<file path="src/rtl/seq_addsub_chunked.sv">
// -----------------------------------------------------------------------------
// seq_addsub_chunked
//
// Multi-cycle adder/subtractor. One CHUNK-bit slice of the operands is added
// per clock. The carry between slices is kept in a register, so the critical
// path covers a CHUNK-bit add rather than a full WIDTH-bit ripple.
// An operation accepted in IDLE takes NCHUNK = WIDTH/CHUNK cycles in RUN.
// The result is then presented in DONE until the consumer takes it.
//
// Optional build macro:
//   ADDSUB_SAT_EN  - when defined, a signed overflow clamps z to the signed
//                    saturation value (0111..1 or 1000..0) on the final-slice
//                    edge; ovf still reads 1 and zero reflects the clamped z.
//                    When undefined, results wrap modulo 2^WIDTH.
//
// Parameters:
//   WIDTH     operand/result width; integer multiple of CHUNK
//   CHUNK     bits added per cycle (1..WIDTH)
//
// Ports:
//   clk        rising-edge clock
//   reset      synchronous, active-high reset
//   in_valid   operands and mode valid
//   in_ready   block can accept an operation (IDLE and not in reset)
//   a, b       operands
//   sub        0: a+b, 1: a-b (two's complement)
//   out_valid  result and flags valid (state DONE)
//   out_ready  consumer accepts the result
//   z          sum / difference
//   cout       final carry-out (for subtract, 1 = no borrow)
//   ovf        signed overflow
//   zero       z == 0
// -----------------------------------------------------------------------------
module seq_addsub_chunked #(
    parameter int WIDTH = 32,
    parameter int CHUNK = 8
) (
    input  logic             clk,
    input  logic             reset,
    input  logic             in_valid,
    output logic             in_ready,
    input  logic [WIDTH-1:0] a,
    input  logic [WIDTH-1:0] b,
    input  logic             sub,
    output logic             out_valid,
    input  logic             out_ready,
    output logic [WIDTH-1:0] z,
    output logic             cout,
    output logic             ovf,
    output logic             zero
);

    localparam int NCHUNK = WIDTH / CHUNK;
    localparam int CNT_W  = (NCHUNK > 1) ? $clog2(NCHUNK) : 1;
    localparam int MSB    = WIDTH - 1;

    localparam logic [CNT_W-1:0] LAST_K     = CNT_W'(NCHUNK - 1);
    localparam logic [WIDTH-1:0] SLICE_MASK = WIDTH'({CHUNK{1'b1}});

    typedef enum logic [1:0] {
        IDLE = 2'd0,
        RUN  = 2'd1,
        DONE = 2'd2
    } state_t;

`ifdef ADDSUB_SAT_EN
    // Signed saturation value for an overflowing result. The clamp direction
    // follows the sign of operand A: both operands share that sign whenever
    // overflow is possible.
    function automatic logic signed [WIDTH-1:0] sat_value(input logic neg);
        logic signed [WIDTH-1:0] v;
        if (neg) begin
            v = {1'b1, {(WIDTH-1){1'b0}}};
        end else begin
            v = {1'b0, {(WIDTH-1){1'b1}}};
        end
        return v;
    endfunction
`endif

    // Control state
    state_t             state_q, state_d;
    logic [CNT_W-1:0]   cnt_q,   cnt_d;
    logic               carry_q, carry_d;

    // Latched operands; opb_q already holds ~b for subtract
    logic [WIDTH-1:0]   opa_q,   opa_d;
    logic [WIDTH-1:0]   opb_q,   opb_d;

    // Result registers
    logic [WIDTH-1:0]   z_q,     z_d;
    logic               cout_q,  cout_d;
    logic               ovf_q,   ovf_d;
    logic               zero_q,  zero_d;

    // Slice datapath
    int                 slice_lo;
    logic [CHUNK-1:0]   a_slice;
    logic [CHUNK-1:0]   b_slice;
    logic [CHUNK:0]     slice_sum;
    logic [WIDTH-1:0]   z_merged;
    logic               ovf_final;

    assign in_ready  = (state_q == IDLE) && !reset;
    assign out_valid = (state_q == DONE);
    assign z         = z_q;
    assign cout      = cout_q;
    assign ovf       = ovf_q;
    assign zero      = zero_q;

    // ---- slice add: select slice k, add with the carry register, merge into z
    always_comb begin
        slice_lo  = int'(cnt_q) * CHUNK;
        a_slice   = CHUNK'(opa_q >> slice_lo);
        b_slice   = CHUNK'(opb_q >> slice_lo);
        slice_sum = {1'b0, a_slice} + {1'b0, b_slice} + (CHUNK+1)'(carry_q);
        // Only slice k is replaced; the bits above it keep stale data until
        // their own slice cycle arrives.
        z_merged  = (z_q & ~(SLICE_MASK << slice_lo))
                  | (WIDTH'(slice_sum[CHUNK-1:0]) << slice_lo);
        // Evaluated on the merged word, so on the last slice it sees the
        // final MSB of the result.
        ovf_final = (opa_q[MSB] == opb_q[MSB]) && (z_merged[MSB] != opa_q[MSB]);
    end

    // ---- next-state and result update
    always_comb begin
        state_d = state_q;
        cnt_d   = cnt_q;
        carry_d = carry_q;
        opa_d   = opa_q;
        opb_d   = opb_q;
        z_d     = z_q;
        cout_d  = cout_q;
        ovf_d   = ovf_q;
        zero_d  = zero_q;

        case (state_q)
            IDLE: begin
                if (in_valid && in_ready) begin
                    // Subtract as A + ~B + 1: the +1 enters as the
                    // initial carry into slice 0.
                    opa_d   = a;
                    opb_d   = b ^ {WIDTH{sub}};
                    carry_d = sub;
                    cnt_d   = '0;
                    state_d = RUN;
                end
            end

            RUN: begin
                z_d     = z_merged;
                carry_d = slice_sum[CHUNK];
                if (cnt_q == LAST_K) begin
                    cout_d  = slice_sum[CHUNK];
                    ovf_d   = ovf_final;
`ifdef ADDSUB_SAT_EN
                    if (ovf_final) begin
                        z_d = sat_value(opa_q[MSB]);
                    end
`endif
                    zero_d  = (z_d == '0);
                    cnt_d   = '0;
                    state_d = DONE;
                end else begin
                    cnt_d = cnt_q + CNT_W'(1);
                end
            end

            DONE: begin
                // Results stay held; no new accept on the handshake edge.
                if (out_ready) begin
                    state_d = IDLE;
                end
            end

            default: begin
                state_d = IDLE;
            end
        endcase
    end

    // ---- state / result registers
    always_ff @(posedge clk) begin
        if (reset) begin
            state_q <= IDLE;
            cnt_q   <= '0;
            carry_q <= 1'b0;
            z_q     <= '0;
            cout_q  <= 1'b0;
            ovf_q   <= 1'b0;
            zero_q  <= 1'b0;
        end else begin
            state_q <= state_d;
            cnt_q   <= cnt_d;
            carry_q <= carry_d;
            z_q     <= z_d;
            cout_q  <= cout_d;
            ovf_q   <= ovf_d;
            zero_q  <= zero_d;
        end
    end

    // ---- operand latches: written only on accept, no reset needed
    always_ff @(posedge clk) begin
        opa_q <= opa_d;
        opb_q <= opb_d;
    end

endmodule

</file>
<file path="config.mk">
export PLATFORM = sky130hd
export DESIGN_NAME = seq_addsub_chunked
export DESIGN_NICKNAME = d
export VERILOG_FILES = /design/src/rtl/seq_addsub_chunked.sv
export SDC_FILE = /design/constraint.sdc
export NUM_CORES = 1
export LEC_CHECK = 0
export CAP_MARGIN = 10
export CORE_ASPECT_RATIO = 0.5
export CORE_MARGIN = 2
export CORE_UTILIZATION = 63
export CTS_CLUSTER_SIZE = 30
export DETAILED_ROUTE_END_ITERATION = 10
export DONT_BUFFER_PORTS = 1
export GPL_TIMING_DRIVEN = 1
export PLACE_DENSITY_LB_ADDON = 0.05
export SKIP_CTS_REPAIR_TIMING = 1
export SYNTH_ARGS = -nofsm -noshare
export SYNTH_HDL_FRONTEND = slang
export SYNTH_SLANG_ARGS = --single-unit
</file>
<file path="constraint.sdc">
create_clock -name clk -period 4.4 [get_ports clk]
set_clock_uncertainty 0.05 [all_clocks]
set_input_delay 0.22 -clock clk [delete_from_list [all_inputs] [get_ports clk]]
set_output_delay 0.22 -clock clk [all_outputs]
set_load 0.005 [all_outputs]
</file>
==> impl_metrics.env <==
export IMPL_status="complete, no violations"
export IMPL_sw_frac_of_total=0.251
export IMPL_max_slew_margin=0.420
export IMPL_powerDensity_nw_per_um2=423
export IMPL_min_path_cells=2
export IMPL_r2r_start="cnt_q[0]$_SDFFE_PP0P_"
export IMPL_pwr_share_comb=0.147
export IMPL_overflow=0
export IMPL_h_tree_depth=3
export IMPL_initial_core_util=0.664
export IMPL_gp_congestion=0.899
export IMPL_cts_root_buf="clkbuf_16"
export IMPL_rr_worst_depth=9
export IMPL_cts_tree="yes"
export IMPL_ys_warn_count=0
export IMPL_ant_nets=0
export IMPL_synth_area_um2=4540
export IMPL_drc=0
export IMPL_clk_pin_slew_ps=70
export IMPL_drt_wl_total_mm=9.57
export IMPL_peakVddDrop_mv=0.207
export IMPL_syn_to_final_growth_pct=15.5
export IMPL_fin_cells=468
export IMPL_cap_violations=0
export IMPL_cp_top_family="simple AND/OR/NAND/NOR gates"
export IMPL_ys_seq_elements=104
export IMPL_clkPwrFrac=0.351
export IMPL_critPathLaunchType="flop"
export IMPL_regToRegEndpoint="zero$_SDFFE_PP0P_"
export IMPL_seq_power_share=0.503
export IMPL_worst_path_largest_cell_delay_ps=660
export IMPL_cts_sinks=104
export IMPL_drt_iter0_markers=315
export IMPL_antenna_found_initial=0
export IMPL_end_kind="flop"
export IMPL_period_minus_slack_ps=3510
export IMPL_crit_required_ps=4610
export IMPL_clk_latency_ps=350
export IMPL_path_buf_inv=1
export IMPL_drv_slew=0
export IMPL_hp_start="out_ready"
export IMPL_hold_class="primary input to flop"
export IMPL_max_freq_mhz=285
export IMPL_synth_top_area_share=0.423
export IMPL_reg2reg_slack_ps=890
export IMPL_power_leakage_nw=1.83
export IMPL_setup_viol=0
export IMPL_cp_slowest_cell="dfxtp_1"
export IMPL_synth_seq_area_share=0.600
export IMPL_synth_area_leaders="edfxtp_1 42%, dfxtp_1 18%, mux4_2 7.9%"
export IMPL_finish_net_count=453
export IMPL_cp_max_fo=14
export IMPL_num_antenna_cells=0
export IMPL_io_pins=106
export IMPL_cts_buffers=9
export IMPL_switchingPower_mw=0.558
export IMPL_final_setup_tns_ps=0
export IMPL_path_cells="buf_4, mux4_2, ha_1, nand3_1, o211ai_1, nor2_1, xnor2_1, or4_1, o31ai_2"
export IMPL_vias=2875
export IMPL_routedWlPerCell_um=20.4
export IMPL_syn_area_per_cell_um2=13.4
export IMPL_drt_first_pass_iters=5
export IMPL_worst_pin_slew_ps=864
export IMPL_grt_pass1_wl_mm=14.4
export IMPL_clockBufferDepth=2
export IMPL_fp_coreArea_um2=6830
export IMPL_fin_crit_sh=0.797
export IMPL_intPower_mw=1.66
export IMPL_arrival_ps=3720
export IMPL_port_buffers=0
export IMPL_post_dp_hpwl_mm=6.75
export IMPL_row_count=21
export IMPL_rsz0062_at_grt="false"
export IMPL_design_die_area_um2=7940
export IMPL_synth_top_area_cell="edfxtp_1"
export IMPL_grtUsageTotal=0.250
export IMPL_holdPathEnd="state_q[1]$_SDFFE_PP0P_"
export IMPL_finalPower_mw=2.22
export IMPL_num_fill_cells=435
export IMPL_vias_per_cell=6.14
export IMPL_die_x_um=124
export IMPL_critPathKind="flop to flop"
export IMPL_ys_types=42
export IMPL_drive_above_1_share=0.117
export IMPL_grt_pass1_vias=2725
export IMPL_grt_max_degree=43
export IMPL_die_h_um=64.0
export IMPL_synth_nets=422
export IMPL_hold_viol_final=0
export IMPL_syn_inst=340
export IMPL_startpoint="cnt_q[0]$_SDFFE_PP0P_"
export IMPL_dpl_cell_count=419
[sequential cells by signal (all words and copies together) (netlist names)]
signal   count
carry_q      1
opa_q       32
cnt_q        2
opb_q       32
z           32
ovf          1
state_q      2
cout         1
zero         1
[how the worst max path moves through the flow]
| stage | to | slack [ps] | depth (start not counted) |
|---|---|---|---|
| finish | zero$_SDFFE_PP0P_ | 890 | 9 |
| global route | zero$_SDFFE_PP0P_ | 610 | 9 |
| global placement | zero$_SDFFE_PP0P_ | 980 | 9 |
| floorplan | zero$_SDFFE_PP0P_ | 1150 | 10 |
| detailed placement | zero$_SDFFE_PP0P_ | 870 | 9 |
| CTS | zero$_SDFFE_PP0P_ | 850 | 9 |
[final cells by class]
cell class              instances  area (µm²)  share of cell area
well taps                      92         115              0.0219
clock buffers                  11         233              0.0444
repair buffers                 36         363              0.0692
inverters                      10        37.5             0.00716
clock inverters                 5        56.3              0.0107
flip-flops and latches        104        2720               0.519
multi-input cells             210        1720               0.328
[stage by stage]
stage                util  hold slack [ps]  cell area (µm²)  setup WS [ps]
floorplan               -              269             4540           1150
global placement    0.676              245             4620            982
detailed placement  0.676              248             4620            871
CTS                 0.718             -124             4900            852
global route        0.768             11.7             5250            605
finish              0.768             17.4             5250            895
[Yosys cell counts, drive strengths merged]
cell type	n
edfxtp	64
nor2	43
nor4	9
ha	11
o22ai	4
dfxtp	40
o211ai	1
buf	7
or4	1
nand2	11
o21a	2
nand2b	3
a31o	1
a211oi	2
a21oi	7
and2b	2
o31a	1
nor3	13
o21bai	2
a31oi	1
a22oi	32
xor2	34
mux2i	1
fa	2
clkbuf	9
or3	1
o31ai	1
nand3	4
mux4	16
xnor2	2
o22a	1
inv	10
nand3b	1
a311oi	1
[cell families (layout without fill, tap and decap cells)]
logic type | after synthesis | after routing | share of synthesized area
AOI/OAI and AO/OA | 56 | 56 | 0.0915
buffers and inverters | 26 | 62 | 0.0218
DFF | 104 | 104 | 0.600
xor gates and xnor gates | 36 | 36 | 0.0711
muxes | 17 | 17 | 0.0816
and+or+nand+nor | 88 | 88 | 0.0951
adders and majority gates | 13 | 13 | 0.0391
[metal layers]
metal	track usage	vias to the layer above	share of wire
li1	-	1337	-
met1	0.351	1381	0.42
met2	0.357	147	0.46
met3	0.100	10	0.10
met4	0.0815	0	0.010
met5	0	-	0
[layout by cell type, fill, tap and decap left out, drive strengths merged, types with 2 or more instances in the layout]
| cell type | netlist | final |
|---|---|---|
| nand2 | 11 | 11 |
| o21a | 2 | 2 |
| xnor2 | 2 | 2 |
| clkinv | 0 | 2 |
| mux4 | 16 | 16 |
| ha | 11 | 11 |
| xor2 | 34 | 34 |
| nor3 | 13 | 13 |
| dlygate4sd3 | 0 | 32 |
| o22ai | 4 | 4 |
| a211oi | 2 | 2 |
| nand2b | 3 | 3 |
| dfxtp | 40 | 40 |
| a22oi | 32 | 32 |
| clkbuf | 9 | 11 |
| inv | 10 | 11 |
| nand3 | 4 | 4 |
| buf | 7 | 4 |
| o21bai | 2 | 2 |
| a21oi | 7 | 7 |
| and2b | 2 | 2 |
| nor2 | 43 | 43 |
| edfxtp | 64 | 64 |
| nor4 | 9 | 9 |
| fa | 2 | 2 |
[power groups by stage]
stage | clock network [mW] | logic, mW | registers (mW)
floorplan | 0 | 0.234 | 1.12
global placement | 0 | 0.282 | 1.14
detailed placement | 0 | 0.293 | 1.14
CTS | 0.789 | 0.294 | 1.12
global route | 0.828 | 0.358 | 1.12
finish | 0.778 | 0.325 | 1.12
(Power assumes the default switching activity.)
